`config.mk`:
```
export PLATFORM = sky130hd
export DESIGN_NAME = fp16_mult_sched
export DESIGN_NICKNAME = d
export VERILOG_FILES = /design/src/rtl/fp16_pkg.sv /design/src/rtl/fp16_mult_sched_rr_pick.sv /design/src/rtl/fp16_mult_sched.sv
export SDC_FILE = /design/constraint.sdc
export NUM_CORES = 1
export LEC_CHECK = 0
export ABC_AREA = 1
export CORE_MARGIN = 2
export CORE_UTILIZATION = 40
export CTS_CLUSTER_DIAMETER = 40
export DETAILED_ROUTE_END_ITERATION = 8
export PLACE_DENSITY_LB_ADDON = 0.05
export SYNTH_ARGS = -nofsm -noshare
export SYNTH_HDL_FRONTEND = slang
export SYNTH_SLANG_ARGS = --single-unit
```
`constraint.sdc`:
```
create_clock -name clk -period 6.1 [get_ports clk]
set_clock_uncertainty 0.1 [all_clocks]
set_input_delay 0.915 -clock clk [delete_from_list [all_inputs] [get_ports clk]]
set_output_delay 0.915 -clock clk [all_outputs]
set_load 0.01 [all_outputs]
```
`src/rtl/fp16_pkg.sv`:
```
`default_nettype none
// ============================================================================
// Module      : fp16_pkg
// Description : Shared types and constants for the FP16 multiplier scheduler.
// Revision    : 1.0 - initial release
// ============================================================================
package fp16_pkg;

    localparam int FP16_W = 16;

    // Canonical quiet NaN returned when an operation is abandoned.
    localparam logic [FP16_W-1:0] FP16_QNAN = 16'h7E00;

    typedef enum logic [1:0] {
        IDLE    = 2'd0,
        ISSUE   = 2'd1,
        WAIT    = 2'd2,
        RESPOND = 2'd3
    } sched_state_t;

endpackage
`default_nettype wire

```
`src/rtl/fp16_mult_sched_rr_pick.sv`:
```
`default_nettype none
// ============================================================================
// Module      : rr_pick
// Description : Combinational round-robin picker. Searches upward from ptr
//               with wrap-around and returns a one-hot grant plus its index.
//               Nothing is granted while 'any' is low.
// Revision    : 1.0 - initial release
// ============================================================================
module rr_pick #(
    parameter int N_REQ = 4,
    parameter int PTR_W = $clog2(N_REQ)
) (
    input  logic [N_REQ-1:0] req,
    input  logic [PTR_W-1:0] ptr,
    input  logic             any,
    output logic [N_REQ-1:0] grant,
    output logic [PTR_W-1:0] idx
);

    logic w_found;
    int   w_j;

    // First set request at or above ptr, wrapping past N_REQ-1 back to 0.
    always_comb begin
        grant   = '0;
        idx     = '0;
        w_found = 1'b0;
        w_j     = 0;
        for (int k = 0; k < N_REQ; k++) begin
            w_j = int'(ptr) + k;
            if (w_j >= N_REQ) begin
                w_j = w_j - N_REQ;
            end
            if (any && !w_found && req[w_j]) begin
                w_found    = 1'b1;
                grant[w_j] = 1'b1;
                idx        = PTR_W'(w_j);
            end
        end
    end

endmodule
`default_nettype wire

```
`src/rtl/fp16_mult_sched.sv`:
```
`default_nettype none
// ============================================================================
// Module      : fp16_mult_sched
// Description : Round-robin scheduler sharing one sequential FP16 multiplier
//               among N_REQ requesters. One operation in flight at a time;
//               a timed-out operation returns a quiet NaN with an error pulse.
// Revision    : 1.0 - initial release
// ============================================================================
module fp16_mult_sched
    import fp16_pkg::*;
#(
    parameter int N_REQ   = 4,
    parameter int TIMEOUT = 64
) (
    input  logic                       clk,
    input  logic                       rst,
    input  logic [N_REQ-1:0]           req_valid,
    input  logic [N_REQ*FP16_W-1:0]    req_a,
    input  logic [N_REQ*FP16_W-1:0]    req_b,
    output logic [N_REQ-1:0]           req_ready,
    output logic                       mul_start,
    output logic [FP16_W-1:0]          mul_a,
    output logic [FP16_W-1:0]          mul_b,
    input  logic                       mul_done,
    input  logic [FP16_W-1:0]          mul_result,
    output logic                       rsp_valid,
    input  logic                       rsp_ready,
    output logic [$clog2(N_REQ)-1:0]   rsp_id,
    output logic [FP16_W-1:0]          rsp_product,
    output logic                       timeout_err,
    output logic                       busy
);

    localparam int ID_W    = $clog2(N_REQ);
    localparam int TIMER_W = $clog2(TIMEOUT + 1);

    sched_state_t        r_state;
    sched_state_t        w_next_state;
    logic [ID_W-1:0]     r_rr_ptr;
    logic [TIMER_W-1:0]  r_timer;

    logic [N_REQ-1:0]    w_grant;
    logic [ID_W-1:0]     w_grant_idx;
    logic                w_pick_en;
    logic                w_accept;
    logic                w_done_hit;
    logic                w_timeout_hit;
    logic                w_rsp_hs;

    logic [FP16_W-1:0]   w_a_arr [N_REQ];
    logic [FP16_W-1:0]   w_b_arr [N_REQ];

    // Split the packed operand buses into per-requester lanes.
    generate
        for (genvar gi = 0; gi < N_REQ; gi++) begin : g_unpack
            assign w_a_arr[gi] = req_a[gi*FP16_W +: FP16_W];
            assign w_b_arr[gi] = req_b[gi*FP16_W +: FP16_W];
        end
    endgenerate

    // Grants are only offered in IDLE, and never while reset is held.
    assign w_pick_en = (r_state == IDLE) && !rst;

    rr_pick #(
        .N_REQ (N_REQ),
        .PTR_W (ID_W)
    ) u_rr_pick (
        .req   (req_valid),
        .ptr   (r_rr_ptr),
        .any   (w_pick_en),
        .grant (w_grant),
        .idx   (w_grant_idx)
    );

    assign req_ready     = w_grant;
    assign w_accept      = |w_grant;
    assign w_done_hit    = (r_state == WAIT) && mul_done;
    // Done takes priority over an expiring timer in the same cycle.
    assign w_timeout_hit = (r_state == WAIT) && !mul_done &&
                           (r_timer == TIMER_W'(TIMEOUT - 1));
    assign w_rsp_hs      = (r_state == RESPOND) && rsp_ready;

    // State register.
    always_ff @(posedge clk or posedge rst) begin
        if (rst) begin
            r_state <= IDLE;
        end else begin
            r_state <= w_next_state;
        end
    end

    // Next-state logic.
    always_comb begin
        w_next_state = r_state;
        case (r_state)
            IDLE:    if (w_accept) w_next_state = ISSUE;
            ISSUE:   w_next_state = WAIT;
            WAIT:    if (w_done_hit || w_timeout_hit) w_next_state = RESPOND;
            RESPOND: if (rsp_ready) w_next_state = IDLE;
            default: w_next_state = IDLE;
        endcase
    end

    // Wait timer: cleared in ISSUE, counts in WAIT, saturates instead of wrapping.
    always_ff @(posedge clk or posedge rst) begin
        if (rst) begin
            r_timer <= '0;
        end else if (r_state == ISSUE) begin
            r_timer <= '0;
        end else if ((r_state == WAIT) && (r_timer != TIMER_W'(TIMEOUT))) begin
            r_timer <= r_timer + 1'b1;
        end
    end

    // Round-robin pointer advances past the owner once its response is taken.
    always_ff @(posedge clk or posedge rst) begin
        if (rst) begin
            r_rr_ptr <= '0;
        end else if (w_rsp_hs) begin
            if (rsp_id == ID_W'(N_REQ - 1)) begin
                r_rr_ptr <= '0;
            end else begin
                r_rr_ptr <= rsp_id + 1'b1;
            end
        end
    end

    // Operand and response capture; operands stay put from ISSUE through WAIT.
    always_ff @(posedge clk or posedge rst) begin
        if (rst) begin
            mul_a       <= '0;
            mul_b       <= '0;
            rsp_id      <= '0;
            rsp_product <= '0;
        end else begin
            if (w_accept) begin
                mul_a  <= w_a_arr[w_grant_idx];
                mul_b  <= w_b_arr[w_grant_idx];
                rsp_id <= w_grant_idx;
            end
            if (w_done_hit) begin
                rsp_product <= mul_result;
            end else if (w_timeout_hit) begin
                rsp_product <= FP16_QNAN;
            end
        end
    end

    // Registered control outputs, derived from the upcoming state.
    always_ff @(posedge clk or posedge rst) begin
        if (rst) begin
            mul_start   <= 1'b0;
            rsp_valid   <= 1'b0;
            timeout_err <= 1'b0;
            busy        <= 1'b0;
        end else begin
            mul_start   <= w_accept;
            rsp_valid   <= (w_next_state == RESPOND);
            timeout_err <= w_timeout_hit;
            busy        <= (w_next_state != IDLE);
        end
    end

endmodule
`default_nettype wire

```
Word level (Yosys, flattened, before mapping) --
Cells that the tools add are included.
Operators by class: bitwise gates (word level) 4, muxes and demuxes 50, equality and inequality tests 7, $lt $le $gt $ge 13, add/subtract/negate cells 9, reduce and logical (&&, ||, !) cells 28
Operators with widths (count):
- 32-bit by 1-bit greater-or-equal comparator with 1-bit output, second input constant | 4
- 32-bit by 4-bit less-than comparator with 1-bit output, second input constant | 4
- 32-bit 2-to-1 mux | 4
- 32-bit by 4-bit greater-or-equal comparator with 1-bit output, second input constant | 3
- 16-bit 2-to-1 mux | 6
- 32-bit by 4-bit subtractor with 32-bit output, second input constant | 3
- 16-bit binary-select mux with 2-bit select | 2
- 1-bit logical AND | 17
- 2-bit 2-to-1 mux | 8
- 4-bit 2-to-1 mux | 4
- 1-bit 2-to-1 mux | 15
- 7-bit 2-to-1 mux | 2
- 4-bit OR | 3
- 1-bit binary-select mux with 2-bit select | 4
- 1-bit demux with 2-bit select | 4
- 2-bit equality test, second input constant | 4
- 2-bit case mux with 4 select lines | 1
- 7-bit by 1-bit adder with 7-bit output, second input constant | 1
- 7-bit by 6-bit equality test with 1-bit output, second input constant | 1
- 7-bit != test, second input constant | 1
- 2-bit by 2-bit adder with 3-bit output, second input constant | 2
- 2-bit nonzero test | 3
- 1-bit zero test | 5
- 4-bit OR reduction | 1
- other kinds (9) | 9
Storage, ports and cells: word-level logic and storage cells 122, flip-flop bits (word level) 65, output and inout port bits 58

Logic depth before layout (Yosys ltp) --
Gate-level depths: netlist of the first run.
depth in word-level cells 23, gate-level depth with buffers 17, gate-level depth less buffers 15

Modules after synthesis --
Synthesis of the first run repeated with hierarchy kept, for this count alone.
Second synthesis, totals: cell total of the unflattened synthesis 580, area, all modules 4226.6 um^2
By module, submodules not included:
- fp16_mult_sched | cells an instance 499, area an instance 3728.6 um^2, instances 1
- rr_pick | cells an instance 81, area an instance 498.0 um^2, instances 1

Worst setup path before layout of the first run --
OpenSTA, ideal clock, no wires.
path type flip-flop to output port, from register r_rr_ptr[0], to output req_ready[0], path slack 3376 ps, data required time 5085 ps, buffers on the path 0, stages on the path, launching flop included 10, data arrival time 1709 ps, cell sequence dfrtp_1 -> inv_2 -> ha_1 -> inv_1 -> nand3_1 -> nand2_1 -> nand3_2 -> nor2_4 -> nand2_1 -> nand4_1
Between the ends: cells in the longest elaborated chain, start to end 19, elaborated cells on any way between the ends 67
RTL lines:
- start, declared | RTL line fp16_mult_sched.sv:39 | logic [ID_W-1:0] r_rr_ptr;
- start signal, assigned | RTL line fp16_mult_sched.sv:123 | r_rr_ptr <= rsp_id + 1'b1;
- parallel branches: the longest is 18 deep, another holds 32-bit by 4-bit subtractor with 32-bit output
- 4-bit 2-to-1 mux * | RTL line fp16_mult_sched_rr_pick.sv:34 | if (any && !w_found && req[w_j]) begin
- end, declared | RTL line fp16_mult_sched.sv:20 | output logic [N_REQ-1:0] req_ready,
Mark *: on every way between the ends. The select of a mux whose other input is x is not followed.

Worst setup path in the final report of the first run --
from register r_rr_ptr[0], to register mul_b[14]
Between the ends: cells in the longest elaborated chain, start to end 23, elaborated cells on any way between the ends 76
RTL lines:
- parallel branches: the longest is 23 deep, another holds 32-bit by 4-bit subtractor with 32-bit output
- end signal, assigned | RTL line fp16_mult_sched.sv:138 | mul_b <= w_b_arr[w_grant_idx];
- end, declared | RTL line fp16_mult_sched.sv:23 | output logic [FP16_W-1:0] mul_b,
Several ways; the timed one is not identified. The select of a mux whose other input is x is not followed. A chain may end at the register's enable or synchronous reset.

==> reports/summary.txt, run 1 <==
Depth of the worst register-to-register path: 16
Worst-margin pin slew: 1.15 ns
Routability cong.: 0.903
Distinct cells, synth: 32
Final core utilization: 61.6%
Ys flop type: dfrtp_1
Worst Path Required: 6.26 ns
Clk pwr share: 17.5%
Worst Hold Launch: rsp_product[6]
Met1 Resource Use GR: 28.6%
Psw: 1.10 mW
Worst r2r src: r_rr_ptr[0]
Largest net degree at the start of global routing: 66
Final period utilization: 66.1%
Number of max-cap violations: 0
Syn_nets: 876
Final HPWL from detailed placement: 10.4 mm
Post-CTS Setup Repair Bufs: 0
Share of cells above drive strength 1: 4.20%
CP endpoint kind: register
Clock Tree Buf Depth: 2
Setup ws final: 2.07 ns
First-pass GRT wire length: 23.0 mm
Initial Util: 40.9%
Setup TNS: 0 ns
Worst slew margin: 23.1%
Crit start category: register
H-tree levels: 3
CP Data Arrival Time: 4.19 ns
Core Region: 11400 sq um
Commonest cells after routing, fill and taps aside: clkdlybuf4s50_1 (209), nand2_1 (206), nand3_1 (179)
Design area: 7040 sq um
Post-synthesis sequential area ratio: 34.8%
Seq pwr share: 27.7%
Initial DRC Count: 286
Power Total: 2.70 mW
Endpoint, Worst Hold: rsp_product[6]
IO buf count: 209
DIE AREA: 12600 sq um
Gr ovfl total: 0
Asr flop ratio synth: 100%
Type of the worst setup path: reg -> reg
Internal: 1.60 mW
Final Critical Period: 4.03 ns
Pre-CTS setup slack: 1.80 ns
Die height: 112 um
Combinational fraction of design power: 54.8%
CTS tree: done
RR Endpoint: mul_b[14]
R2R setup slack: 2.07 ns
Peak supply drop: 0.242 mV
EDFF count, synth: 0
Slew Limit Fails: 0
# DRC: 0
CTS clock-pin slew for the worst setup and hold paths: 0.05 ns
Setup Viol. Count Final: 0
Via count: 5170
Post-cts resize count: 0
Core Rows: 39
Final WL: 14.1 mm
Die X-Extent: 112 um
Syn avg cell area: 6.54 sq um
M2 GR Usage: 37.5%
First drt pass iteration count: 6
Boundary Pins: 210
Post-synthesis cell count: 715
CTS root buf: clkbuf_16
Cell Pwr Density: 383 nW/um^2
CTS sink count: 65
Most Crowded Layer GR: met2
Number of hold buffers added after cts: 0
Vias in the first global route: 4874
Hold Path Class: reg -> reg
Synth-to-Final Area Change: 50.6%
#FFs+latches synth: 65
Leak: 3.67 nW
Gr usage total: 22.3%
# diodes: 0
Grt met3 use: 4.37%
Synth Cell Area: 4670 sq um
Worst hold stages: 1
Commonest non-fill, non-tap cell in the layout: clkdlybuf4s50_1
WL per Instance: 13.4 um
RSZ-0062 raised after global routing: no
DRT antenna net count: 0
Final hold viol count: 0
CTS buffer count: 9
Fmax: 248 MHz
DR vias/cell: 4.93
Run status: finished, final reports clean
Placed inst area: 6760 sq um
Layout Nets: 1061
Ys Warns: 0
Fillcell total: 1108
Initial antenna violation count: 0
Net Sw Frac: 40.7%
Crit-path max FO: 65
Clk Latency, worst-skew pair: 0.32 ns
-- routing by layer --
metal	share of wire, %	up-vias	wire length [um]
li1	-	2600	-
met1	43	2332	6050
met2	48	216	6710
met3	7.4	22	1040
met4	2.0	0	283
met5	0	-	0
-- flip-flops by register name (all words and copies together), names as in the netlist --
register	flops
r_timer	7
timeout_err	1
r_state	2
mul_b	16
r_rr_ptr	2
busy	1
rsp_id	2
mul_start	1
mul_a	16
rsp_valid	1
rsp_product	16
-- synth_stat cells, types with 2 or more instances --
cell | count | area share (%)
o21ai_0 | 7 | 0.75
xor2_1 | 2 | 0.37
nand2_2 | 3 | 0.40
nor2_1 | 10 | 0.80
buf_4 | 12 | 1.9
clkbuf_1 | 4 | 0.32
nor2_4 | 3 | 0.72
nand3_1 | 179 | 19
nand4_1 | 6 | 0.80
nor2_2 | 2 | 0.27
o22ai_1 | 2 | 0.27
inv_1 | 148 | 12
o22a_1 | 6 | 1.1
nand2_1 | 209 | 17
ha_1 | 9 | 2.4
dfrtp_1 | 65 | 35
a32o_1 | 10 | 2.1
inv_2 | 2 | 0.16
nand3_2 | 2 | 0.43
buf_2 | 22 | 2.4
-- power groups by stage --
stage	Combinational, mW	Sequential, mW	Clock [mW]
6_report	1.48	0.747	0.472
5_1_grt	1.64	0.773	0.501
4_1_cts	1.49	0.750	0.481
3_5_place_dp	1.49	0.754	0
3_3_place_gp	1.46	0.747	0
2_1_floorplan	0.818	0.811	0
-- how the worst max path moves through the flow --
stage               cells past startpoint      endpoint         from
floorplan                               9  req_ready[0]  r_rr_ptr[0]
global placement                       13     mul_b[13]          rst
detailed placement                     13     mul_b[14]          rst
CTS                                    16     mul_b[14]  r_rr_ptr[0]
global route                           16     mul_b[13]  r_rr_ptr[0]
finish                                 16     mul_b[14]  r_rr_ptr[0]
-- through the flow --
step           hold WS (ns)  instances
2_1_floorplan         0.386        715
3_3_place_gp          0.374       1032
3_5_place_dp          0.381       1032
4_1_cts               0.393       1048
5_1_grt               0.416       1048
6_report              0.388       1048
-- cell families after synthesis --
group / after synthesis / share of synthesized area [%]
AND/OR/NAND/NOR: 418 / 40.1
XOR/XNOR: 3 / 0.562
AO/OA/AOI/OAI: 31 / 5.25
adder cells (fa/ha/maj): 9 / 2.41
buffers and inverters: 189 / 16.9
flip-flops: 65 / 34.8
-- worst max-delay path: stages, from the launching register on --
cell	delay [ns]
dfrtp_1	0.49
inv_2	0.16
ha_1	0.37
inv_1	0.17
nand3_1	0.11
nand2_1	0.14
nand3_2	0.14
nor2_4	0.18
nor2_1	0.07
nand2_2	0.05
buf_4	0.50
nand2_2	0.84
nand2_1	0.29
nand3_1	0.11
nand2_1	0.09
nand2_1	0.05
nand2_1	0.06
-- cell type report --
type | count | area [sq um] | area share, %
multi-input cells | 461 | 2270 | 32.3
repair buffers | 213 | 2120 | 30.1
flip-flops and latches | 65 | 1630 | 23.1
inverters | 150 | 563 | 8.00
clock buffers | 13 | 260 | 3.70
well taps | 143 | 179 | 2.54
clock inverters | 3 | 15.0 | 0.213
(Power assumes the default switching activity.)
==> inputs of run 2 (changes only) <==
==> constraint.sdc (replaced) <==
create_clock -name clk -period 4.1 [get_ports clk]
set_clock_uncertainty 0.1 [all_clocks]
set_input_delay 0.615 -clock clk [delete_from_list [all_inputs] [get_ports clk]]
set_output_delay 0.615 -clock clk [all_outputs]
set_load 0.01 [all_outputs]
==> reports/summary.txt, run 2 (synthesized netlist as in run 1, its figures left out) <==
Run status: finished, final reports clean (unchanged)
Largest net degree at the start of global routing: 65 (was 66)
CTS sink count: 65 (unchanged)
CTS root buf: clkbuf_16 (unchanged)
Number of hold buffers added after cts: 0 (unchanged)
First drt pass iteration count: 4 (was 6)
Clk pwr share: 18.2% (was 17.5%)
Worst slew margin: 43.2% (was 23.1%)
Slew Limit Fails: 0 (unchanged)
Cell Pwr Density: 578 nW/um^2 (was 383 nW/um^2)
Crit-path max cell delay: 0.58 ns (was 0.84 ns)
Setup TNS: 0 ns (unchanged)
Post-CTS Setup Repair Bufs: 0 (unchanged)
Seq pwr share: 27.2% (was 27.7%)
Setup Viol. Count Final: 0 (unchanged)
Inst Count DP: 1038 (was 1032)
Worst Path Required: 3.38 ns (was 6.26 ns)
Via count: 5150 (was 5170)
WL per Instance: 13.5 um (was 13.4 um)
First-pass GRT wire length: 23.0 mm (about the same)
Final hold viol count: 0 (unchanged)
Critical path cell sequence: inv_1 > ha_1 > inv_1 > nand3_1 > nand2_1 > nand3_2 > nor2_4 > nand2_1 > nand4_1 > clkdlybuf4s50_1 (was inv_2 > ha_1 > inv_1 > nand3_1 > nand2_1 > nand3_2 > nor2_4 > nor2_1 > nand2_2 > buf_4 > nand2_2 > nand2_1 > nand3_1 > nand2_1 > nand2_1 > nand2_1)
Design area: 7100 sq um (was 7040 sq um)
Power Total: 4.10 mW (was 2.70 mW)
Placed inst area: 6810 sq um (was 6760 sq um)
Gr usage total: 22.2% (was 22.3%)
Post-cts resize count: 0 (unchanged)
Initial antenna violation count: 0 (unchanged)
Core Region: 11400 sq um (unchanged)
CP max stage cell: clkdlybuf4s50_1 (was nand2_2)
Gr ovfl total: 0 (unchanged)
Number of max-cap violations: 0 (unchanged)
CTS tree: done (unchanged)
Top flop regs: mul_a: 16 flops, mul_b: 16 flops, rsp_product: 16 flops (unchanged)
Final hold slack: 0.388 ns (about the same)
Buf/Inv on CP: 3 (unchanged)
Final HPWL from detailed placement: 10.9 mm (was 10.4 mm)
Final Critical Period: 3.59 ns
Vias in the first global route: 4883 (was 4874)
Clk Latency, worst-skew pair: 0.33 ns (was 0.32 ns)
Hold Path Class: reg -> reg (unchanged)
CTS buffer count: 9 (unchanged)
Boundary Pins: 210 (unchanged)
Die height: 112 um (unchanged)
DR vias/cell: 4.89 (was 4.93)
H-tree levels: 3 (unchanged)
Initial DRC Count: 252 (was 286)
# diodes: 0 (unchanged)
Register area: 1630 sq um (unchanged)
Psw: 1.65 mW (was 1.10 mW)
Synth-to-Final Area Change: 51.9% (was 50.6%)
# DRC: 0 (unchanged)
Area of the multi-input gates: 2270 sq um (unchanged)
CP endpoint kind: output port (was register)
Commonest non-fill, non-tap cell in the layout: clkdlybuf4s50_1 (unchanged)
Final period utilization: 87.4%
Crit start category: register (unchanged)
CTS clock-pin slew for the worst setup and hold paths: 0.05 ns (about the same)
Fillcell total: 1069 (was 1108)
Fmax: 279 MHz
Final WL: 14.3 mm (was 14.1 mm)
IO buf count: 209 (unchanged)
DRT antenna net count: 0 (unchanged)
DIE AREA: 12600 sq um (unchanged)
Top delay family on crit path: buffers and inverters (was simple AND/OR/NAND/NOR gates)
Commonest cells after routing, fill and taps aside: clkdlybuf4s50_1 (209), nand2_1 (206), nand3_1 (179) (unchanged)
Peak supply drop: 0.349 mV (was 0.242 mV)
Worst-margin pin slew: 0.850 ns (was 1.15 ns)
Combinational fraction of design power: 54.6% (was 54.8%)
Fin cells: 1054 (was 1048)
Initial Util: 40.9% (unchanged)
Crit-path max FO: 7 (was 65)
Net Sw Frac: 40.4% (was 40.7%)
Routability cong.: 0.829 (was 0.903)
Layout Nets: 1067 (was 1061)
Leak: 3.71 nW (was 3.67 nW)
Share of cells above drive strength 1: 4.72% (was 4.20%)
Die X-Extent: 112 um (unchanged)
Core Rows: 39 (unchanged)
CP Data Arrival Time: 2.87 ns (was 4.19 ns)
Clock Tree Buf Depth: 2 (unchanged)
RSZ-0062 raised after global routing: no (unchanged)
Type of the worst setup path: reg -> out (was reg -> reg)
Internal: 2.45 mW (was 1.60 mW)
-- run 2: layout make-up --
class / instances / area share (%)
Tap cell: 143 / 2.52
Sequential cell: 65 / 22.9
Multi-Input combinational cell: 461 / 32.0
Timing Repair Buffer: 219 / 30.5
Clock buffer: 13 / 3.52
Clock inverter: 3 / 0.564
Inverter: 150 / 7.93
-- run 2: power by group through the flow --
| stage | combinational [mW] | clock (mW) | sequential (mW) |
|---|---|---|---|
| after floorplan | 1.22 | 0 | 1.21 |
| after global placement | 2.21 | 0 | 1.11 |
| after detailed placement | 2.25 | 0 | 1.12 |
| after CTS | 2.26 | 0.761 | 1.11 |
| after global routing | 2.48 | 0.793 | 1.15 |
| final | 2.24 | 0.748 | 1.11 |
-- run 2: metrics by stage --
| stage | setup WS, ns | utilization, % |
|---|---|---|
| after global routing | 0.307 | 62.2 |
| final | 0.515 | 62.2 |
| after CTS | 0.528 | 62.2 |
| after floorplan | 1.65 | - |
| after global placement | 0.940 | 59.6 |
| after detailed placement | 0.836 | 59.6 |
-- run 2: worst reg2reg max path, cell delays in order, from the launching register on --
cell and delay [ns]:
dfrtp_1 0.47, inv_1 0.18, ha_1 0.34, inv_1 0.16, nand3_1 0.10, nand2_1 0.15
nand3_2 0.14, nor2_4 0.17, inv_1 0.08, o21ai_2 0.56, buf_4 0.37, nand3_1 0.11
nand2_1 0.11, nand2_1 0.06, nand2_1 0.06
-- run 2: final timing paths --
path,startpoint,to,slack [ns],cells after the start
min,rsp_product[3],rsp_product[3],0.39,1
min reg2reg,rsp_product[3],rsp_product[3],0.39,1
max reg2reg,r_rr_ptr[1],mul_a[4],0.89,14
max,r_rr_ptr[1],req_ready[0],0.51,10
min in group asynchronous,rst,rsp_product[10],0.76,2
max in group asynchronous,rst,rsp_product[3],2.28,3
-- run 2: layer usage --
layer	global-route usage, %	up-vias	routed length [um]
met5	0	-	0
met4	7.24	0	267
met3	4.86	23	1090
met2	38.0	212	6840
met1	28.0	2304	6070
li1	-	2611	-
==> inputs of run 3 (changes only) <==
--- a/config.mk
+++ b/config.mk
@@ -7,10 +7,12 @@
 export LEC_CHECK = 0
 export ABC_AREA = 1
 export CORE_MARGIN = 2
-export CORE_UTILIZATION = 40
+export CORE_UTILIZATION = 39
 export CTS_CLUSTER_DIAMETER = 40
 export DETAILED_ROUTE_END_ITERATION = 8
 export PLACE_DENSITY_LB_ADDON = 0.05
+export REMOVE_ABC_BUFFERS = 1
+export SETUP_SLACK_MARGIN = 0.02
 export SYNTH_ARGS = -nofsm -noshare
 export SYNTH_HDL_FRONTEND = slang
 export SYNTH_SLANG_ARGS = --single-unit
==> reports/summary.txt, run 3 (synthesized netlist as in run 1, its figures left out) <==
Hold Path Class: reg -> reg (unchanged)
Die X-Extent: 113 um (was 112 um)
RSZ-0062 raised after global routing: no (unchanged)
Post-cts resize count: 0 (unchanged)
Largest net degree at the start of global routing: 65 (unchanged)
Core Rows: 39 (unchanged)
Commonest cells after routing, fill and taps aside: clkdlybuf4s50_1 (209), nand2_1 (206), nand3_1 (179) (unchanged)
Clock Tree Buf Depth: 2 (unchanged)
Combinational fraction of design power: 54.2% (was 54.6%)
Type of the worst setup path: reg -> out (unchanged)
Fmax: 274 MHz (was 279 MHz)
Final hold viol count: 0 (unchanged)
Initial Util: 40.4% (was 40.9%)
CTS sink count: 65 (unchanged)
Psw: 1.66 mW (was 1.65 mW)
IO buf count: 209 (unchanged)
Clk Latency, worst-skew pair: 0.32 ns (was 0.33 ns)
Slew Limit Fails: 0 (unchanged)
Gr ovfl total: 0 (unchanged)
Gr usage total: 22.1% (was 22.2%)
Peak supply drop: 0.267 mV (was 0.349 mV)
H-tree levels: 3 (unchanged)
CP dominant cell by count: nand2_1
CP Data Arrival Time: 2.94 ns (was 2.87 ns)
Die height: 113 um (was 112 um)
Initial antenna violation count: 0 (unchanged)
Crit-path max cell delay: 0.59 ns (was 0.58 ns)
Fillcell total: 1067 (was 1069)
CTS tree: done (unchanged)
Final period utilization: 89.0% (was 87.4%)
Seq pwr share: 27.1% (was 27.2%)
Inst Count DP: 1038 (unchanged)
Via count: 5158 (was 5150)
Setup TNS: 0 ns (unchanged)
Critical path cell sequence: inv_2 > ha_1 > inv_1 > nand3_1 > nand2_1 > nand3_2 > nor2_4 > nand2_1 > nand4_1 > clkdlybuf4s50_1 (was inv_1 > ha_1 > inv_1 > nand3_1 > nand2_1 > nand3_2 > nor2_4 > nand2_1 > nand4_1 > clkdlybuf4s50_1)
WL per Instance: 13.4 um (was 13.5 um)
Share of cells above drive strength 1: 4.94% (was 4.72%)
Core Region: 11600 sq um (was 11400 sq um)
First drt pass iteration count: 5 (was 4)
# DRC: 0 (unchanged)
Worst-margin pin slew: 0.754 ns (was 0.850 ns)
Post-CTS Setup Repair Bufs: 0 (unchanged)
Leak: 3.72 nW (was 3.71 nW)
Initial DRC Count: 232 (was 252)
Final HPWL from detailed placement: 10.4 mm (was 10.9 mm)
DRT antenna net count: 0 (unchanged)
Top flop regs: mul_a: 16 flops, mul_b: 16 flops, rsp_product: 16 flops (unchanged)
DIE AREA: 12900 sq um (was 12600 sq um)
Number of max-cap violations: 0 (unchanged)
Number of hold buffers added after cts: 0 (unchanged)
CTS clock-pin slew for the worst setup and hold paths: 0.06 ns (was 0.05 ns)
Internal: 2.47 mW (was 2.45 mW)
Routability cong.: 0.825 (was 0.829)
# diodes: 0 (unchanged)
Fin cells: 1054 (unchanged)
Clk pwr share: 18.8% (was 18.2%)
Final Critical Period: 3.65 ns (was 3.59 ns)
CP endpoint kind: output port (unchanged)
CTS buffer count: 9 (unchanged)
Final core utilization: 61.6% (was 62.2%)
CP max stage cell: clkdlybuf4s50_1 (unchanged)
Commonest non-fill, non-tap cell in the layout: clkdlybuf4s50_1 (unchanged)
CTS root buf: clkbuf_16 (unchanged)
Setup Viol. Count Final: 0 (unchanged)
Run status: finished, final reports clean (unchanged)
R2R setup slack: 0.82 ns (was 0.89 ns)
Crit-path max FO: 10 (was 7)
Synth-to-Final Area Change: 52.5% (was 51.9%)
DR vias/cell: 4.89 (about the same)
First-pass GRT wire length: 23.3 mm (was 23.0 mm)
Crit start category: register (unchanged)
Vias in the first global route: 5050 (was 4883)
Net Sw Frac: 40.2% (was 40.4%)
Worst Path Required: 3.38 ns (about the same)
Final WL: 14.1 mm (was 14.3 mm)
Worst slew margin: 49.7% (was 43.2%)
Cell Pwr Density: 579 nW/um^2 (was 578 nW/um^2)
Layout Nets: 1067 (unchanged)
Boundary Pins: 210 (unchanged)
-- run 3: cell types whose count changed in the layout (fill, tap and decap cells not counted) --
cell        change
clkinvlp_4      +1
clkbuf_8        +1
clkbuf_1        -2
buf_12          +1
clkinv_2        -1
clkinv_4        +1
buf_4           -1
-- run 3: path summary, 6_finish.rpt --
path | cells past startpoint | startpoint | end
hold / removal | 1 | rsp_product[3] | rsp_product[3]
min in group asynchronous | 2 | rst | r_rr_ptr[1]
setup reg to reg | 14 | r_rr_ptr[0] | mul_a[1]
setup / recovery | 10 | r_rr_ptr[0] | req_ready[2]
hold reg to reg | 1 | rsp_product[3] | rsp_product[3]
max in group asynchronous | 3 | rst | mul_b[5]
-- run 3: final cells by class --
type	count	area, sq um	area share (%)
repair buffers	219	2180	30.6
well taps	143	179	2.51
inverters	150	563	7.90
flip-flops and latches	65	1630	22.8
clock inverters	4	51.3	0.720
multi-input cells	461	2270	31.9
clock buffers	12	256	3.60
-- run 3: per-stage QoR --
stage               total power [mW]  setup WS [ns]  hold slack, ns  area, sq um
floorplan                       2.34         -0.314           0.386         4450
global placement                3.33          0.901           0.377         6820
detailed placement              3.38          0.814           0.384         6820
CTS                             4.17          0.463           0.397         7130
global route                    4.47          0.300           0.403         7130
finish                          4.13          0.449           0.396         7130
-- run 3: layer usage --
layer	share of wire [%]	track usage (%)	vias up
met5	0	0	-
met4	1.4	7.15	0
met3	6.5	4.62	16
met2	50	40.0	172
met1	42	26.1	2364
li1	-	-	2606
-- run 3: power by group through the flow --
stage	registers, mW	clock network (mW)	logic, mW
after floorplan	1.21	0	1.13
after global placement	1.11	0	2.22
after detailed placement	1.12	0	2.26
after CTS	1.12	0.788	2.26
after global routing	1.16	0.817	2.50
final	1.12	0.774	2.24
-- run 3: critical path: cells and delay by family, from the launching register on --
kind / cells / cell delay, ns
adder cells (fa/ha/maj): 1 / 0.37
buffers and inverters: 3 / 0.94
flip-flops: 1 / 0.50
AND/OR/NAND/NOR: 6 / 0.80
